File: src/rtl/demux_pkg.sv
// Shared definitions for the DEMUX L2 lane scheduler: FSM encoding, lane count, default FIFO depth.
package demux_pkg;

   typedef enum logic [1:0] {
      ST_IDLE  = 2'd0,
      ST_RUN   = 2'd1,
      ST_DRAIN = 2'd2
   } state_e;

   localparam int LANES         = 2;
   localparam int DEFAULT_DEPTH = 4;

endpackage

File: src/rtl/lane_fifo.sv
// First-word fall-through byte FIFO for one output lane of the scheduler.
module lane_fifo
   import demux_pkg::*;
#(
   parameter int DEPTH = DEFAULT_DEPTH,
   parameter int PTR_W = $clog2(DEPTH)
) (
   input  logic             clk_4f,
   input  logic             reset_L,
   input  logic             push,
   input  logic [7:0]       din,
   input  logic             pop,
   output logic [7:0]       dout,
   output logic             valid,
   output logic             full,
   output logic [PTR_W:0]   count
);

   localparam logic [PTR_W:0] FULL_CNT = (PTR_W + 1)'(DEPTH);

   logic [7:0]       mem_q [DEPTH];
   logic [PTR_W-1:0] wr_q, rd_q;
   logic [PTR_W:0]   count_q, count_d;
   logic             do_push, do_pop;

   assign valid   = (count_q != '0);
   assign full    = (count_q == FULL_CNT);
   assign count   = count_q;
   assign do_push = push & ~full;
   assign do_pop  = pop & valid;
   // Gate the head with valid so the lane reads 0 while empty or held in reset.
   assign dout    = valid ? mem_q[rd_q] : 8'h00;

   always_comb begin
      count_d = count_q;
      case ({do_push, do_pop})
         2'b10:   count_d = count_q + 1'b1;
         2'b01:   count_d = count_q - 1'b1;
         default: count_d = count_q;
      endcase
   end

   always_ff @(posedge clk_4f or negedge reset_L) begin
      if (!reset_L) begin
         wr_q    <= '0;
         rd_q    <= '0;
         count_q <= '0;
      end else begin
         if (do_push) wr_q <= wr_q + 1'b1;
         if (do_pop)  rd_q <= rd_q + 1'b1;
         count_q <= count_d;
      end
   end

   always_ff @(posedge clk_4f) begin
      if (do_push) mem_q[wr_q] <= din;
   end

endmodule

File: src/rtl/demux_lane_scheduler.sv
// Splits one byte stream onto two lanes in strict alternation, with per-lane FIFOs for back-pressure.
module demux_lane_scheduler
   import demux_pkg::*;
#(
   parameter int DEPTH = DEFAULT_DEPTH,
   parameter int PTR_W = $clog2(DEPTH)
) (
   input  logic       clk_4f,
   input  logic       reset_L,
   input  logic       enable,
   input  logic [7:0] data_in,
   input  logic       valid_in,
   output logic       ready_in,
   output logic [7:0] data_out0,
   output logic       valid_out0,
   input  logic       ready_out0,
   output logic [7:0] data_out1,
   output logic       valid_out1,
   input  logic       ready_out1,
   output logic       lane_sel,
   output logic [1:0] state
);

   state_e             state_q, state_d;
   logic               lane_sel_q, lane_sel_d;
   logic [LANES-1:0]   full;
   logic [PTR_W:0]     count0, count1;
   logic               accept;

   // Only registered state feeds ready_in; a full target lane stalls the whole stream.
   assign ready_in = (state_q == ST_RUN) & ~(lane_sel_q ? full[1] : full[0]);
   assign accept   = valid_in & ready_in;
   assign lane_sel = lane_sel_q;
   assign state    = state_q;

   always_comb begin
      state_d    = state_q;
      lane_sel_d = lane_sel_q ^ accept;
      case (state_q)
         ST_IDLE: begin
            if (enable) state_d = ST_RUN;
         end
         ST_RUN: begin
            if (!enable) state_d = ST_DRAIN;
         end
         ST_DRAIN: begin
            if (enable) begin
               state_d = ST_RUN;
            end else if (count0 == '0 && count1 == '0) begin
               state_d    = ST_IDLE;
               lane_sel_d = 1'b0;
            end
         end
         default: begin
            state_d    = ST_IDLE;
            lane_sel_d = 1'b0;
         end
      endcase
   end

   always_ff @(posedge clk_4f or negedge reset_L) begin
      if (!reset_L) begin
         state_q    <= ST_IDLE;
         lane_sel_q <= 1'b0;
      end else begin
         state_q    <= state_d;
         lane_sel_q <= lane_sel_d;
      end
   end

   lane_fifo #(
      .DEPTH (DEPTH),
      .PTR_W (PTR_W)
   ) u_lane0 (
      .clk_4f  (clk_4f),
      .reset_L (reset_L),
      .push    (accept & ~lane_sel_q),
      .din     (data_in),
      .pop     (ready_out0),
      .dout    (data_out0),
      .valid   (valid_out0),
      .full    (full[0]),
      .count   (count0)
   );

   lane_fifo #(
      .DEPTH (DEPTH),
      .PTR_W (PTR_W)
   ) u_lane1 (
      .clk_4f  (clk_4f),
      .reset_L (reset_L),
      .push    (accept & lane_sel_q),
      .din     (data_in),
      .pop     (ready_out1),
      .dout    (data_out1),
      .valid   (valid_out1),
      .full    (full[1]),
      .count   (count1)
   );

endmodule
File: config.mk
export PLATFORM = sky130hd
export DESIGN_NAME = demux_lane_scheduler
export DESIGN_NICKNAME = d
export VERILOG_FILES = /design/src/rtl/demux_pkg.sv /design/src/rtl/lane_fifo.sv /design/src/rtl/demux_lane_scheduler.sv
export SDC_FILE = /design/constraint.sdc
export NUM_CORES = 1
export LEC_CHECK = 0
export ABC_AREA = 0
export ABC_CLOCK_PERIOD_IN_PS = 2900
export BUFFER_PORTS_ARGS = -buffer_cell sky130_fd_sc_hd__buf_2
export CORE_ASPECT_RATIO = 1.2
export CORE_UTILIZATION = 58
export DETAILED_ROUTE_END_ITERATION = 16
export PLACE_DENSITY = 0.86
export SLEW_MARGIN = 10
export SYNTH_ARGS = -nofsm -noshare
export SYNTH_HDL_FRONTEND = slang
export SYNTH_SLANG_ARGS = --single-unit
File: constraint.sdc
create_clock -name clk_4f -period 2.9 [get_ports clk_4f]
set_clock_uncertainty 0.2 [all_clocks]
set_input_delay 0.29 -clock clk_4f [delete_from_list [all_inputs] [get_ports clk_4f]]
set_output_delay 0.29 -clock clk_4f [all_outputs]
set_load 0.005 [all_outputs]
# --- Yosys cells after proc, flatten, opt, wreduce, memory -nomap -nowiden ---
# Memories as Yosys holds them, arrays and structs flattened.
# Index checks and enable logic that the tools add are counted.
classes:
  addsub: 8
  n_mul: 0
  div: 0
  n_lt_le_gt_ge: 0
  n_eq_ne: 11
  shift: 0
  muxes: 17
  n_bitwise: 13
  reduce_logical: 10
ops:
  columns: ["op", "n"]
  rows:
  - ["8-bit two-way mux", 2]
  - ["3-bit one-hot mux with 2 select lines", 2]
  - ["2-bit by 1-bit adder with 2-bit output (second input constant)", 4]
  - ["1-bit AND", 8]
  - ["2-bit two-way mux", 4]
  - ["1-bit two-way mux", 7]
  - ["3-bit by 1-bit adder with 3-bit output (second input constant)", 2]
  - ["2-bit by 1-bit == test with 1-bit output (second input constant)", 3]
  - ["2-bit == test (second input constant)", 3]
  - ["3-bit == test (second input constant)", 2]
  - ["3-bit zero test", 2]
  - ["2-bit one-hot mux with 3 select lines", 1]
  - ["3-bit nonzero test", 2]
  - ["3-bit by 1-bit subtractor with 3-bit output (second input constant)", 2]
  - ["2-bit != test (second input constant)", 2]
  - ["1-bit NOT", 4]
  - ["2-bit nonzero test", 2]
  - ["3-bit != test (second input constant)", 1]
  - ["3-bit AND reduction", 1]
  - ["2-bit zero test", 1]
  - ["1-bit one-hot mux with 2 select lines", 1]
  - ["2-bit OR reduction", 1]
  - ["1-bit logical AND", 1]
  - ["1-bit XOR", 1]
word_totals:
  register_bits: 17
  latch_bits: 0
  ram_bits: 64
  rom_bits: 0
  in_bits: 14
  out_inout_bits: 22
  word_cells: 69
  mem_count: 2
mem_list:
  columns: ["name", "words", "width", "rd", "rd_clocked_by_memory_dff", "wr", "line_no", "source"]
  rows:
  - ["u_lane0.mem_q", 4, 8, 1, 0, 1, "lane_fifo.sv:21", "logic [7:0] mem_q [DEPTH];"]
  - ["u_lane1.mem_q", 4, 8, 1, 0, 1, "lane_fifo.sv:21", null]

# --- Longest topological paths before layout ---
logic_depth:
  ltp_word: 9
  ltp_mapped: 13

# --- Cells and area by module ---
# A second synthesis with hierarchy kept.
hier_totals:
  hier_cells: 194
  hier_area_um2: 3500.9
by_module_without_submodules:
  columns: ["mod", "instances", "cells_each", "area_each_um2", "seq_area_each_um2"]
  rows:
  - ["lane_fifo", 2, 88, 1652.8, 1136.1]
  - ["demux_lane_scheduler", 1, 18, 195.2, 75.1]

# --- Worst setup path after synthesis ---
# OpenSTA, ideal clock, no wires.
synth_path:
  path_type: "register to register"
  from: "reg u_lane0.count_q[2], in the netlist u_lane0.count[2]"
  to: "reg u_lane0.count_q[2], in the netlist u_lane0.count[2]"
  setup_time_ps: 127
  t_arrival_ps: 2265
  required_time_ps: 2573
  path_slack_ps: 308
  stages_incl_launch_ff: 14
  path_buffers: 0
  cell_sequence: "dfrtp_1 nor4b_1 a311oi_1 and2_1 ha_1 inv_1 a31oi_4 inv_1 ha_1 inv_1 fa_1 xor2_1 nor2_1 xor2_1"
synth_between:
  elab_chain_len: 9
  word_cells_on_any_way: 16
  cone_classes: "2 x add/sub; 3 x eq/ne; 2 x mux; 7 x bitwise; 2 x reduce/logical"
synth_rtl:
  columns: ["item", "line_no", "source"]
  rows:
  - ["from (decl)", "lane_fifo.sv:23", "logic [PTR_W:0] count_q, count_d;"]
  - ["from (signal assigned)", "lane_fifo.sv:51", "count_q <= count_d;"]
  - ["3-bit == test (*)", "lane_fifo.sv:27", "assign full = (count_q == FULL_CNT);"]
  - ["1-bit two-way mux (*)", "demux_lane_scheduler.sv:31", "assign ready_in = (state_q == ST_RUN) & ~(lane_sel_q ? full[1] : full[0]);"]
  - ["1-bit NOT (*)", "demux_lane_scheduler.sv:31", null]
  - ["1-bit AND (*)", "demux_lane_scheduler.sv:31", null]
  - ["named net ready_in", "demux_lane_scheduler.sv:13", "output logic ready_in,"]
  - ["1-bit AND (*)", "demux_lane_scheduler.sv:32", "assign accept = valid_in & ready_in;"]
  - ["1-bit AND (*)", "demux_lane_scheduler.sv:77", ".push (accept & ~lane_sel_q),"]
  - ["1-bit AND (*)", "lane_fifo.sv:29", "assign do_push = push & ~full;"]
  - ["2-bit by 1-bit == test with 1-bit output or 2-bit == test (tied branches)", "lane_fifo.sv:36", "case ({do_push, do_pop})"]
  - ["3-bit one-hot mux with 2 select lines or 2-bit nonzero test (tied branches)", null, null]
# Mark *: on every way through the listed nets, which the timed path passes. The rest lies on a longest branch.
# A chain may end at the register's enable or synchronous reset.

# --- Worst setup path after layout ---
layout_path:
  from: "reg u_lane0.count_q[2], in the netlist u_lane0.count[2]"
  to: "reg u_lane1.count_q[1], in the netlist u_lane1.count[1]"
layout_between:
  elab_chain_len: 9
  word_cells_on_any_way: 11
  cone_classes: "3 x eq/ne; 2 x mux; 5 x bitwise; 1 x reduce/logical"
layout_rtl:
  columns: ["item", "line_no", "source"]
  rows:
  - ["3-bit == test (*)", "lane_fifo.sv:27", null]
  - ["1-bit two-way mux (*)", "demux_lane_scheduler.sv:31", null]
  - ["1-bit NOT (*)", "demux_lane_scheduler.sv:31", null]
  - ["1-bit AND (*)", "demux_lane_scheduler.sv:31", null]
  - ["1-bit AND (*)", "demux_lane_scheduler.sv:32", null]
  - ["1-bit AND (*)", "demux_lane_scheduler.sv:92", ".push (accept & lane_sel_q),"]
  - ["1-bit AND (*)", "lane_fifo.sv:29", null]
  - ["2-bit by 1-bit == test with 1-bit output or 2-bit == test (tied branches)", "lane_fifo.sv:36", null]
  - ["3-bit one-hot mux with 2 select lines or 2-bit nonzero test (tied branches)", null, null]
  - ["to (signal assigned)", "lane_fifo.sv:51", null]
  - ["to (decl)", "lane_fifo.sv:23", null]
# Every way passes the cells marked *; elsewhere a longest branch is shown, timed or not.

==> results.txt <==
layout cells sized above 1: 29.2%
Initial DRC Count: 117
worst hold path type: in2reg
Max Cap Violations: 0
Yosys warning total: 0
GPL Wtd Cong: 0.688
Nets: 266
status: finished, final reports clean
Seq cells post-synth: 81
Die Span X: 72.4 um
power per cell area: 900 nW/um^2
Critical path buffers and inverters: 2
Setup TNS: 0 ns
final hold vios: 0
root buffer cell: clkbuf_8
final setup fails: 0
synthesized area: 3450 sq um
unrepaired setup endpoints after global routing: no
HPWL Detailed: 3.46 mm
Routed WL: 5.24 mm
CP endpoint kind: flop
Clock Path Buffers: 2
Num CTS Buffers: 9
DR vias: 1693
Clk Latency, worst-skew pair: 0.34 ns
GRT Total Usage: 19.3%
commonest non-fill, non-tap cell in the layout: edfxtp_1
crit start category: flop
CTS Sinks: 81
VDD IR max: 0.000452 V
global route overflow: 0
critical-path cell list: nor4b_1 > a311oi_1 > and2_1 > ha_1 > a21boi_2 > inv_1 > ha_1 > inv_1 > fa_1 > o21ai_0
Die ar.: 6270 sq um
Resize count post-CTS: 0
Starting Density: 60.5%
DRC viols: 0
initial antenna violation count: 0
DIE HEIGHT: 86.5 um
vias in the first global route: 1712
Final ANT Viol Nets: 0
Slew @ Worst Pin: 0.580 ns
Seq/Total Area, Yosys: 68.0%
max-slew violations: 0
post-layout min period: 2.73 ns
Unique masters post-synth: 30
Leak: 1.47 nW
pin count of the biggest net entering global routing: 18
CP arrival: 2.79 ns
CTS tree: built
Post-Syn Instances: 195
Synth Net Count: 223
CP max FO: 7
global-route wire length before repair: 8.32 mm
Synth area leaders: edfxtp_1, dfrtp_1, mux4_2, and2_1, ha_1
Rows: 30
clk slew on worst S/H paths: 0.07 ns
Slew Limit Headroom: 61.4%
crit path kind: reg2reg
Vias per Instance: 5.24
commonest cells after routing, fill and taps aside: edfxtp_1, buf_2, and2_1
Port-buffer cells: 35
area leader, netlist: edfxtp_1
delay of the slowest critical-path stage: 0.44 ns
First-pass DRT Iterations: 4
highest clock rate: 0.366 GHz
core footprint: 5710 sq um
Slowest-stage cell, CP: dfrtp_1
H-tree levels: 3
CP required: 2.97 ns
number of diodes: 0
fin crit share: 94.1%
Area Growth Syn to Fin: 13.6%
wire per inst: 16.2 um
# IOs: 36
placed cells: 304
area fraction of the dominant cell type after synthesis: 55.7%
dominant delay contributor by cell family on the critical path: compound AO/OA/AOI/OAI gates
Finished Layout Cells: 323
Post-Syn Area per Cell: 17.7 sq um
per-layer routing:
layer | share of wire (%) | wire length [um] | up-vias | track usage [%]
li1 | - | - | 796 | -
met1 | 41 | 2140 | 835 | 22.4
met2 | 52 | 2720 | 51 | 32.1
met3 | 4.3 | 226 | 11 | 5.93
met4 | 3.0 | 156 | 0 | 10.5
met5 | 0 | 0 | - | 0
area by class of cell:
type                       instances  area (sq um)
fill                             387          1780
sequential                        81          2350
multi-input combinational         93          1010
clock buffer                      10           128
timing repair buffer              38           203
tap                               80           100
inverter                          15          56.3
clock inverter                     6          82.6
worst min-delay path, delay by kind of cell:
family / cells / cell delay (ns)
xor+xnor: 1 / 0.06
buf+inv: 1 / 0.11
simple gates: 1 / 0.07
synthesized netlist by cell type, drive strengths merged:
| master | count |
|---|---|
| edfxtp | 64 |
| and2 | 27 |
| dfrtp | 17 |
| mux4 | 16 |
| inv | 15 |
| ha | 12 |
| xnor2 | 6 |
| xor2 | 6 |
| buf | 4 |
| nor2 | 4 |
| a21oi | 2 |
| a31oi | 2 |
| clkbuf | 2 |
| fa | 2 |
| mux2 | 2 |
| nand3 | 2 |
| o21ai | 2 |
| or3 | 2 |
| a21boi | 1 |
| a21o | 1 |
| a311oi | 1 |
| mux2i | 1 |
| nand2 | 1 |
| nand2b | 1 |
| nor2b | 1 |
| nor4b | 1 |
through the flow:
step	cell area, sq um	util (%)	setup slack [ns]	hold slack [ns]	power [mW]
finish	3920	68.8	0.171	0.0257	3.53
global route	3920	68.8	0.00747	0.0174	3.76
CTS	3920	68.6	0.125	0.0126	3.58
detailed placement	3690	64.6	0.162	0.0363	2.72
global placement	3690	64.6	0.239	0.0350	2.69
floorplan	3450	-	0.308	-0.206	2.42
path summary, 6_finish.rpt:
path,startpoint,end,slack [ns],depth (start not counted)
max,u_lane0.count[2],u_lane1.count[1],0.17,10
min,ready_out1,u_lane1.rd_q[1],0.03,3
max reg2reg,u_lane0.count[2],u_lane1.count[1],0.17,10
min reg2reg,state[1],state[0],0.32,1
max in group asynchronous,reset_L,u_lane1.count[1],2.03,2
min in group asynchronous,reset_L,u_lane0.count[0],0.19,2
logic make-up (layout without fill, tap and decap cells):
| kind of cell | Yosys count | in the layout | synth area share (%) |
|---|---|---|---|
| adders and majority gates | 14 | 14 | 5.51 |
| and+or+nand+nor | 39 | 39 | 7.07 |
| muxes | 19 | 19 | 11.4 |
| buffers and inverters | 21 | 69 | 2.86 |
| xor gates and xnor gates | 12 | 12 | 3.04 |
| AOI/OAI and AO/OA | 9 | 9 | 2.17 |
| DFF | 81 | 81 | 68.0 |
registers in the layout (all words and copies together), names as in the netlist, 2 cells and up:
register,count
state,2
u_lane1.wr_q,2
u_lane1.mem_q,32
u_lane0.mem_q,32
u_lane1.count,3
u_lane0.rd_q,2
u_lane0.wr_q,2
u_lane1.rd_q,2
u_lane0.count,3
report_power, final:
group | switching (mW) | internal, mW
clock | 0.377 | 0.479
combinational | 0.427 | 0.604
sequential | 0.226 | 1.42
repair_timing:
item / CTS / global route
hold buffers: 2 / 0
setup buffers: 0 / 1
hold endpoints to repair: 19 / 0
endpoints found under the setup margin: 0 / 1
Note: power is estimated with default switching activity, not from simulation.
